[src/rtl/seg7_scan_monitor.sv]
// seg7_scan_monitor: reads back a multiplexed 4-digit active-low seven-segment
// scan (seg/an). It waits for each digit to settle, decodes it to a hex nibble
// and assembles complete frames into value/blank/valid.
// Optional build macro SEG7_MON_MINUS_EN: decodes the g-only pattern as a
// minus sign and adds the per-digit neg output.
`timescale 1ns/1ps

module seg7_scan_monitor #(
  parameter int unsigned STABLE_CYCLES = 4,
  parameter int unsigned TIMEOUT       = 65535
) (
  input  logic        mclk,
  input  logic        rst,
  input  logic [6:0]  seg,
  input  logic [3:0]  an,
  output logic [15:0] value,
  output logic [3:0]  blank,
  output logic        valid,
  output logic        frame_done,
  output logic        bad_seg
`ifdef SEG7_MON_MINUS_EN
  ,
  output logic [3:0]  neg
`endif
);

  localparam int unsigned SEG_W  = 7;
  localparam int unsigned AN_W   = 4;
  localparam int unsigned NIB_W  = 4;
  localparam int unsigned IDX_W  = 2;
  localparam int unsigned CNT_W  = 8;
  localparam int unsigned IDLE_W = 16;
  localparam int unsigned VAL_W  = AN_W * NIB_W;

  localparam logic [CNT_W-1:0]  STABLE_MAX  = CNT_W'(STABLE_CYCLES);
  localparam logic [CNT_W-1:0]  STABLE_LAST = CNT_W'(STABLE_CYCLES - 1);
  localparam logic [IDLE_W-1:0] IDLE_MAX    = IDLE_W'(TIMEOUT);

  typedef enum logic {SETTLE, HELD} state_t;

  logic [SEG_W-1:0]  seg_q;
  logic [AN_W-1:0]   an_q;
  logic              change_c;
  logic [CNT_W-1:0]  cnt_q;
  logic              settle_hit_c;
  state_t            state_q, state_d;
  logic              capture_c;
  logic [NIB_W-1:0]  nib_c;
  logic              blank_c;
  logic              bad_c;
  logic [IDX_W-1:0]  idx_c;
  logic              onehot_c;
  logic [VAL_W-1:0]  shadow_q;
  logic [AN_W-1:0]   sblank_q;
  logic [AN_W-1:0]   seen_q;
  logic              frame_bad_q;
  logic [IDLE_W-1:0] idle_q;
  logic              complete_c;
  logic              fire_c;
`ifdef SEG7_MON_MINUS_EN
  logic              minus_c;
  logic [AN_W-1:0]   sneg_q;
`endif

  // Input sync stage: one register on the scan inputs.
  always_ff @(posedge mclk) begin
    if (rst) begin
      seg_q <= '1;
      an_q  <= '1;
    end else begin
      seg_q <= seg;
      an_q  <= an;
    end
  end

  // The registered scan copy changes on this edge.
  assign change_c     = ({an, seg} != {an_q, seg_q});
  // Stability count reaches its target on this edge.
  assign settle_hit_c = !change_c && (cnt_q == STABLE_LAST);

  // Stability counter: clears on change, saturates at STABLE_CYCLES.
  always_ff @(posedge mclk) begin
    if (rst) begin
      cnt_q <= '0;
    end else if (change_c) begin
      cnt_q <= '0;
    end else if (cnt_q != STABLE_MAX) begin
      cnt_q <= cnt_q + CNT_W'(1);
    end
  end

  // FSM state register.
  always_ff @(posedge mclk) begin
    if (rst) state_q <= SETTLE;
    else     state_q <= state_d;
  end

  // FSM next state: any scan change restarts settling; a capture parks in HELD.
  always_comb begin
    state_d = state_q;
    if (change_c)       state_d = SETTLE;
    else if (capture_c) state_d = HELD;
  end

  // FSM output: one capture per dwell, only for a single active anode.
  always_comb begin
    capture_c = 1'b0;
    if ((state_q == SETTLE) && settle_hit_c && onehot_c) capture_c = 1'b1;
  end

  // Anode decode: digit index and single-active-anode flag.
  always_comb begin
    idx_c    = '0;
    onehot_c = 1'b0;
    case (an_q)
      4'b1110: begin idx_c = 2'd0; onehot_c = 1'b1; end
      4'b1101: begin idx_c = 2'd1; onehot_c = 1'b1; end
      4'b1011: begin idx_c = 2'd2; onehot_c = 1'b1; end
      4'b0111: begin idx_c = 2'd3; onehot_c = 1'b1; end
      default: begin idx_c = 2'd0; onehot_c = 1'b0; end
    endcase
  end

  // Segment decode (active-low, g..a) back to a nibble.
  always_comb begin
    nib_c   = '0;
    blank_c = 1'b0;
    bad_c   = 1'b0;
`ifdef SEG7_MON_MINUS_EN
    minus_c = 1'b0;
`endif
    case (seg_q)
      7'b1000000: nib_c = 4'h0;
      7'b1111001: nib_c = 4'h1;
      7'b0100100: nib_c = 4'h2;
      7'b0110000: nib_c = 4'h3;
      7'b0011001: nib_c = 4'h4;
      7'b0010010: nib_c = 4'h5;
      7'b0000010: nib_c = 4'h6;
      7'b1111000: nib_c = 4'h7;
      7'b0000000: nib_c = 4'h8;
      7'b0010000: nib_c = 4'h9;
      7'b0001000: nib_c = 4'hA;
      7'b0000011: nib_c = 4'hB;
      7'b1000110: nib_c = 4'hC;
      7'b0100001: nib_c = 4'hD;
      7'b0000110: nib_c = 4'hE;
      7'b0001110: nib_c = 4'hF;
      7'b1111111: blank_c = 1'b1;
`ifdef SEG7_MON_MINUS_EN
      7'b0111111: minus_c = 1'b1;
`endif
      default:    bad_c = 1'b1;
    endcase
  end

  assign complete_c = (seen_q == '1);
  // Idle counter hits TIMEOUT on this edge (a capture pre-empts it).
  assign fire_c     = !capture_c && (idle_q != IDLE_MAX) &&
                      ((idle_q + IDLE_W'(1)) == IDLE_MAX);

  // Frame assembly, publication and staleness timeout.
  always_ff @(posedge mclk) begin
    if (rst) begin
      value       <= '0;
      blank       <= '0;
      valid       <= 1'b0;
      frame_done  <= 1'b0;
      bad_seg     <= 1'b0;
      shadow_q    <= '0;
      sblank_q    <= '0;
      seen_q      <= '0;
      frame_bad_q <= 1'b0;
      idle_q      <= '0;
`ifdef SEG7_MON_MINUS_EN
      neg         <= '0;
      sneg_q      <= '0;
`endif
    end else begin
      frame_done <= 1'b0;
      bad_seg    <= 1'b0;
      if (capture_c)             idle_q <= '0;
      else if (idle_q != IDLE_MAX) idle_q <= idle_q + IDLE_W'(1);
      if (complete_c) begin
        value       <= shadow_q;
        blank       <= sblank_q;
        valid       <= !frame_bad_q;
        frame_done  <= 1'b1;
        shadow_q    <= '0;
        sblank_q    <= '0;
        seen_q      <= '0;
        frame_bad_q <= 1'b0;
`ifdef SEG7_MON_MINUS_EN
        neg         <= sneg_q;
        sneg_q      <= '0;
`endif
        if (fire_c) idle_q <= '0;
      end else if (fire_c) begin
        valid       <= 1'b0;
        seen_q      <= '0;
        frame_bad_q <= 1'b0;
      end
      if (capture_c) begin
        shadow_q[{idx_c, 2'b00} +: NIB_W] <= nib_c;
        sblank_q[idx_c] <= blank_c;
        seen_q[idx_c]   <= 1'b1;
`ifdef SEG7_MON_MINUS_EN
        sneg_q[idx_c]   <= minus_c;
`endif
        if (bad_c) begin
          frame_bad_q <= 1'b1;
          bad_seg     <= 1'b1;
        end
      end
    end
  end

endmodule

[config.mk]
export PLATFORM = sky130hd
export DESIGN_NAME = seg7_scan_monitor
export DESIGN_NICKNAME = d
export VERILOG_FILES = /design/src/rtl/seg7_scan_monitor.sv
export SDC_FILE = /design/constraint.sdc
export NUM_CORES = 1
export LEC_CHECK = 0
export CAP_MARGIN = 20
export CELL_PAD_IN_SITES_DETAIL_PLACEMENT = 1
export CELL_PAD_IN_SITES_GLOBAL_PLACEMENT = 2
export CORE_MARGIN = 2
export CORE_UTILIZATION = 31
export CTS_BUF_LIST = sky130_fd_sc_hd__clkbuf_16
export DETAILED_ROUTE_END_ITERATION = 8
export GPL_TIMING_DRIVEN = 0
export HOLD_SLACK_MARGIN = 0.05
export PLACE_DENSITY_LB_ADDON = 0.1
export SLEW_MARGIN = 15
export SYNTH_ARGS = -nofsm -noshare
export SYNTH_HDL_FRONTEND = slang
export SYNTH_SLANG_ARGS = --single-unit
[constraint.sdc]
create_clock -name mclk -period 2.1 [get_ports mclk]
set_clock_uncertainty 0.05 [all_clocks]
set_input_delay 0.315 -clock mclk [delete_from_list [all_inputs] [get_ports mclk]]
set_output_delay 0.315 -clock mclk [all_outputs]
set_load 0.02 [all_outputs]
Word-level counts from Yosys, hierarchy flattened. Cells that the tools add are included.

Memory bits (writable): 0. Bits of input ports: 13. Memories kept: 0. ROM bits: 0. Output and inout bits: 23. Register bits: 84. Logic and storage cells: 96. Bits in latches: 0.

Bitwise operators: 3. Multiply operators: 0. Multiplexer cells: 31. Equality and inequality tests: 26. $lt $le $gt $ge: 2. Shift operators: 2. Reduce and logical (&&, ||, !) cells: 15. Divide/modulo/power cells: 0. Add/sub/neg operators: 3.

Operator list (number): two-way mux 16 bit (7); one-hot mux 4 bit (15 select lines) (1); == test 7 bit, second input constant (5); two-way mux 4 bit (7); == test 7 x 5 -> 1 bit, second input constant (3); == test 7 x 6 -> 1 bit, second input constant (3); OR reduction 17 bit (1); adder 16 x 1 -> 16 bit, second input constant (1); bitwise mux 16 bit (1); == test 16 bit, second input constant (1); == test 4 bit, second input constant (4); inequality test 16 bit, second input constant (1); variable shift 4 x 6 -> 16 bit, first input constant (1); variable part select 4 x 6 -> 16 bit (1); == test 7 x 2 -> 1 bit, second input constant (2); == test 7 x 4 -> 1 bit, second input constant (2); two-way mux 1 bit (12); inequality test 11 bit (1); adder 8 x 1 -> 8 bit, second input constant (1); == test 8 x 2 -> 1 bit, second input constant (1); inequality test 8 x 3 -> 1 bit, second input constant (1); == test 7 x 3 -> 1 bit, second input constant (1); zero test 7 bit (1); logical AND 1 bit (6); other kinds (13) (17).

Depth between registers and ports, before layout.
Depth after elaboration: 14. Mapped depth: 9. Gate-level depth less buffers: 8.

Worst setup path after synthesis. Ideal clock, no wire load.

Path kind: register to register. Start: reg idle_q[1]. End: reg idle_q[10]. Data arrival time: 1.970 ns. Path slack: -0.053 ns. Period minus slack after synthesis: 2.153 ns. Path buffers: 1. Cell stages (with the launch flop): 9. Library setup time: 0.133 ns. Cells stage by stage: dfxtp_1 ha_1 nand3_1 or3_1 a211oi_2 o2111ai_2 o21ai_4 buf_6 a21oi_1.

Longest elaborated chain between the ends: 5. Elaborated cells on any way between the ends: 9.

RTL lines: start, declared (RTL line 57) `logic [IDLE_W-1:0] idle_q;`; start signal, assigned (RTL line 183) `else if (idle_q != IDLE_MAX) idle_q <= idle_q + IDLE_W'(1);`; adder 16 x 1 -> 16 bit / inequality test 16 bit (equally long branches) (RTL line 160, 183, 159); == test 16 bit (tied with other cells) (RTL line 160) `((idle_q + IDLE_W'(1)) == IDLE_MAX);`; logical AND 1 bit / two-way mux 16 bit (equally long branches) (RTL line 159, 182); two-way mux 16 bit (RTL line 197) `if (fire_c) idle_q <= '0;`; two-way mux 16 bit (*) (RTL line 184) `if (complete_c) begin`.

Mark *: on every way between the ends. The rest lies on a longest branch, timed or not. A chain may end at the register's enable or synchronous reset.

Final worst setup path.
Start: reg idle_q[1]. End: reg valid.

Longest elaborated chain between the ends: 4. Elaborated cells on any way between the ends: 6.

RTL lines: adder 16 x 1 -> 16 bit / inequality test 16 bit (equally long branches) (RTL line 160, 159); == test 16 bit / logical AND 1 bit (equally long branches) (RTL line 160, 159); logical AND 1 bit (*) (RTL line 159) `assign fire_c = !capture_c && (idle_q != IDLE_MAX) &&`; nonzero test 2 bit (no line) (*); end signal, assigned (RTL line 187) `valid <= !frame_bad_q;`; end, declared (RTL line 18) `output logic valid,`.

Marks and branches as above.

==> out/summary.txt <==
Leak Pwr - 0.001846 µW
Switching Power - 842.5 µW
GRT Total Usage - 16.48%
vias per cell - 4.930
CP max stage delay - 0.42 ns
die area - 0.01350 mm²
Cell Rows - 40
first-pass GRT wire length - 17330 µm
syn avg cell area - 8.555 µm²
Skew-Pair Late Insertion Delay - 0.34 ns
Max clock buf depth - 2
max frequency - 0.4455 GHz
r2r setup slk - -0.14 ns
Crit-path slowest cell - or4_1
CTS clock-pin slew for the worst setup and hold paths - 0.06 ns
Final nets - 547
clock power share - 45.0%
Async SR Flop Fraction - 0%
DP HPWL - 7258 µm
Vias - 3431
WHS - 0.4028 ns
Reg power frac - 46.9%
Placement Setup Slack - -0.5845 ns
wire length per cell - 15.04 µm
Synthesized Nets - 480
sw frac - 24.12%
CP Launch Type - register
largest net degree at the start of global routing - 15
Iter 0 DRT Violations - 123
CTS tree - yes
Critical Path Sink Type - register
Final Cycle Share - 106.9%
Post-synth top flop - dfxtp_1
initial cell density of the core - 32.08%
Area Overhead vs Synth - 33.71%
Mapped Cells - 456
routability cong. - 0.7568
CTS buffer count - 9
path category of the worst min-delay check - reg2reg
slew margin rel. - 51.19%
Crit Path Max Fanout - 5
unique cell type count in the Yosys netlist - 54
layout cells sized above 1 - 21.40%
die width - 116.2 µm
number of global-route vias before repair - 3446
Gate power share - 8.1%
antenna violations before repair - 0
Placed Area - 0.004472 mm²
drt total wl - 10470 µm
EDFF count, synth - 0
Arr. time, crit path - 2.40 ns
Hold Vio Cnt, Final - 0
RSZ-0062 raised after global routing - yes
final setup TNS - -1.899 ns
n_diodes - 0
DR pass1 iterations - 4
synthesis-stage register bit count - 84
die height - 116.2 µm
delay-heaviest family, CP - compound AO/OA/AOI/OAI gates
Peak VDD IR - 0.0003207 V
port buffer count - 35
# setup viols final - 21
grt total ovfl - 0
failing checks - negative setup slack
DRC Markers - 0
Final Cell Area - 0.005216 mm²
Final ANT Viol Nets - 0
synth warn - 0
Cell Area, Synth - 0.003901 mm²
Min Clock Period, post-route - 2.245 ns
Max-Cap Viols - 0
worst path cell trace - ha_4, xnor2_2, or4_1, a211oi_2, o2111ai_2, buf_4, o211ai_1, a21oi_1
Setup CP Type - reg2reg
H-Tree Depth - 3
Worst Path Buf+Inv - 1
CTS sink count - 84
status - complete, but fails checks
io pins - 36
worst slew pin tran - 0.7295 ns
Int Pwr - 2651 µW
Setup WS post-layout - -0.1447 ns
commonest non-fill, non-tap cells in the layout - dfxtp_1 (74), nand2_1 (71), a21oi_1 (45)
PD cells - 669.7 mW/mm²
commonest non-fill, non-tap cell in the layout - dfxtp_1
register area share after synthesis - 43.10%
CORE AREA - 0.01216 mm²
Slew Viols, Final - 0
Root Buffer Master - clkbuf_16
Req. time, crit path - 2.26 ns
## synthesized netlist by cell type, types with 2 or more instances
cell type  count  area (µm²)
mux2i_1        5       50.05
nor4_2         2       25.02
xnor2_1       21       183.9
o31ai_1        2       15.01
nor4_1         4       25.02
nand2b_1       8       50.05
a31o_2         3       26.28
o21ai_0        3       15.01
nand4_1        9       56.30
o32ai_1        2       17.52
xor2_1        12       105.1
or3b_2         2       17.52
ha_1          11       137.6
nor3_1         6       30.03
inv_1         10       37.54
a211oi_1       2       15.01
or4_1          2       15.01
a22o_1        16       140.1
and3_1         7       43.79
a32o_1         2       20.02
a31oi_1        2       12.51
a21o_1         2       15.01
nor2_1        41       153.9
o22ai_1        3       18.77
or2_2         11       68.82
clkbuf_1      20       75.07
dfxtp_1       84        1682
nand4b_1       3       26.28
a21oi_1       47       235.2
nand3_1       18       90.09
nor2b_1        3       18.77
nand2_1       71       266.5
## state kept, by name, indices dropped and copies added, names as in the netlist, 4 cells and up
name and count:
an_q 4, sblank_q 4, value 16, cnt_q 8, blank 4, seg_q 7, seen_q 4, shadow_q 16
idle_q 16
## per-stage QoR
stage / util (%) / std cells / total power (µW)
finish: 42.89 / 696 / 3493
global route: 42.89 / 696 / 3641
CTS: 41.74 / 688 / 3516
detailed placement: 36.77 / 659 / 1890
global placement: 36.77 / 659 / 1887
floorplan: - / 456 / 1810
## layout make-up
cell class,instances,area (µm²)
multi-input combinational,340,2303
timing repair buffer,60,565.5
fill,1452,6945
inverter,10,43.79
sequential,84,1707
clock inverter,7,68.82
clock buffer,9,225.2
buffer,18,92.59
tap,168,210.2
## power groups by stage
| stage | registers, µW | clock network (µW) | logic, µW |
|---|---|---|---|
| final | 1640 | 1570 | 281 |
| after global routing | 1640 | 1690 | 309 |
| after CTS | 1640 | 1620 | 261 |
| after detailed placement | 1670 | 0 | 222 |
| after global placement | 1670 | 0 | 220 |
| after floorplan | 1660 | 0 | 148 |
## cells by family (layout without fill, tap and decap cells)
kind of cell | after synthesis | in the layout | share of synthesized area [%]
adder cells (fa/ha/maj) | 11 | 11 | 3.528
AND/OR/NAND/NOR | 195 | 195 | 24.44
buffers and inverters | 32 | 104 | 3.368
flip-flops | 84 | 84 | 43.10
multiplexers | 6 | 6 | 1.572
XOR/XNOR | 33 | 33 | 7.409
AO/OA/AOI/OAI | 95 | 95 | 16.58
## worst register-to-register path: stages (launching register included)
cell and delay (ns):
dfxtp_4 0.38, ha_4 0.19, xnor2_2 0.13, or4_1 0.42
a211oi_2 0.22, o2111ai_2 0.24, buf_4 0.20, o211ai_1 0.20
a21oi_1 0.09
## layer usage
| layer | share of wire [%] | wire length [µm] | up-vias | track usage (%) |
|---|---|---|---|---|
| met3 | 2.2 | 235 | 13 | 2.802 |
| met2 | 45 | 4697 | 39 | 26.00 |
| met4 | 1.5 | 161 | 0 | 6.190 |
| met1 | 51 | 5376 | 1646 | 22.67 |
| li1 | - | - | 1733 | - |
| met5 | 0 | 0 | - | 0 |
## what timing repair did
action / CTS / global route
resized for setup: 46 / 26
pin swaps: 16 / 10
setup endpoints to repair: 48 / 43
cloned: 1 / 1
buffers inserted: 14 / 9
hold buffers: 0 / 0
## final timing paths
path,start,to,depth (start not counted)
max,idle_q[1]$_SDFF_PP0_,valid$_SDFFE_PP0P_,8
min,value[15]$_SDFFE_PP0P_,value[15]$_SDFFE_PP0P_,2
max reg2reg,idle_q[1]$_SDFF_PP0_,valid$_SDFFE_PP0P_,8
min reg2reg,value[15]$_SDFFE_PP0P_,value[15]$_SDFFE_PP0P_,2
Note: power is estimated with default switching activity, not from simulation.
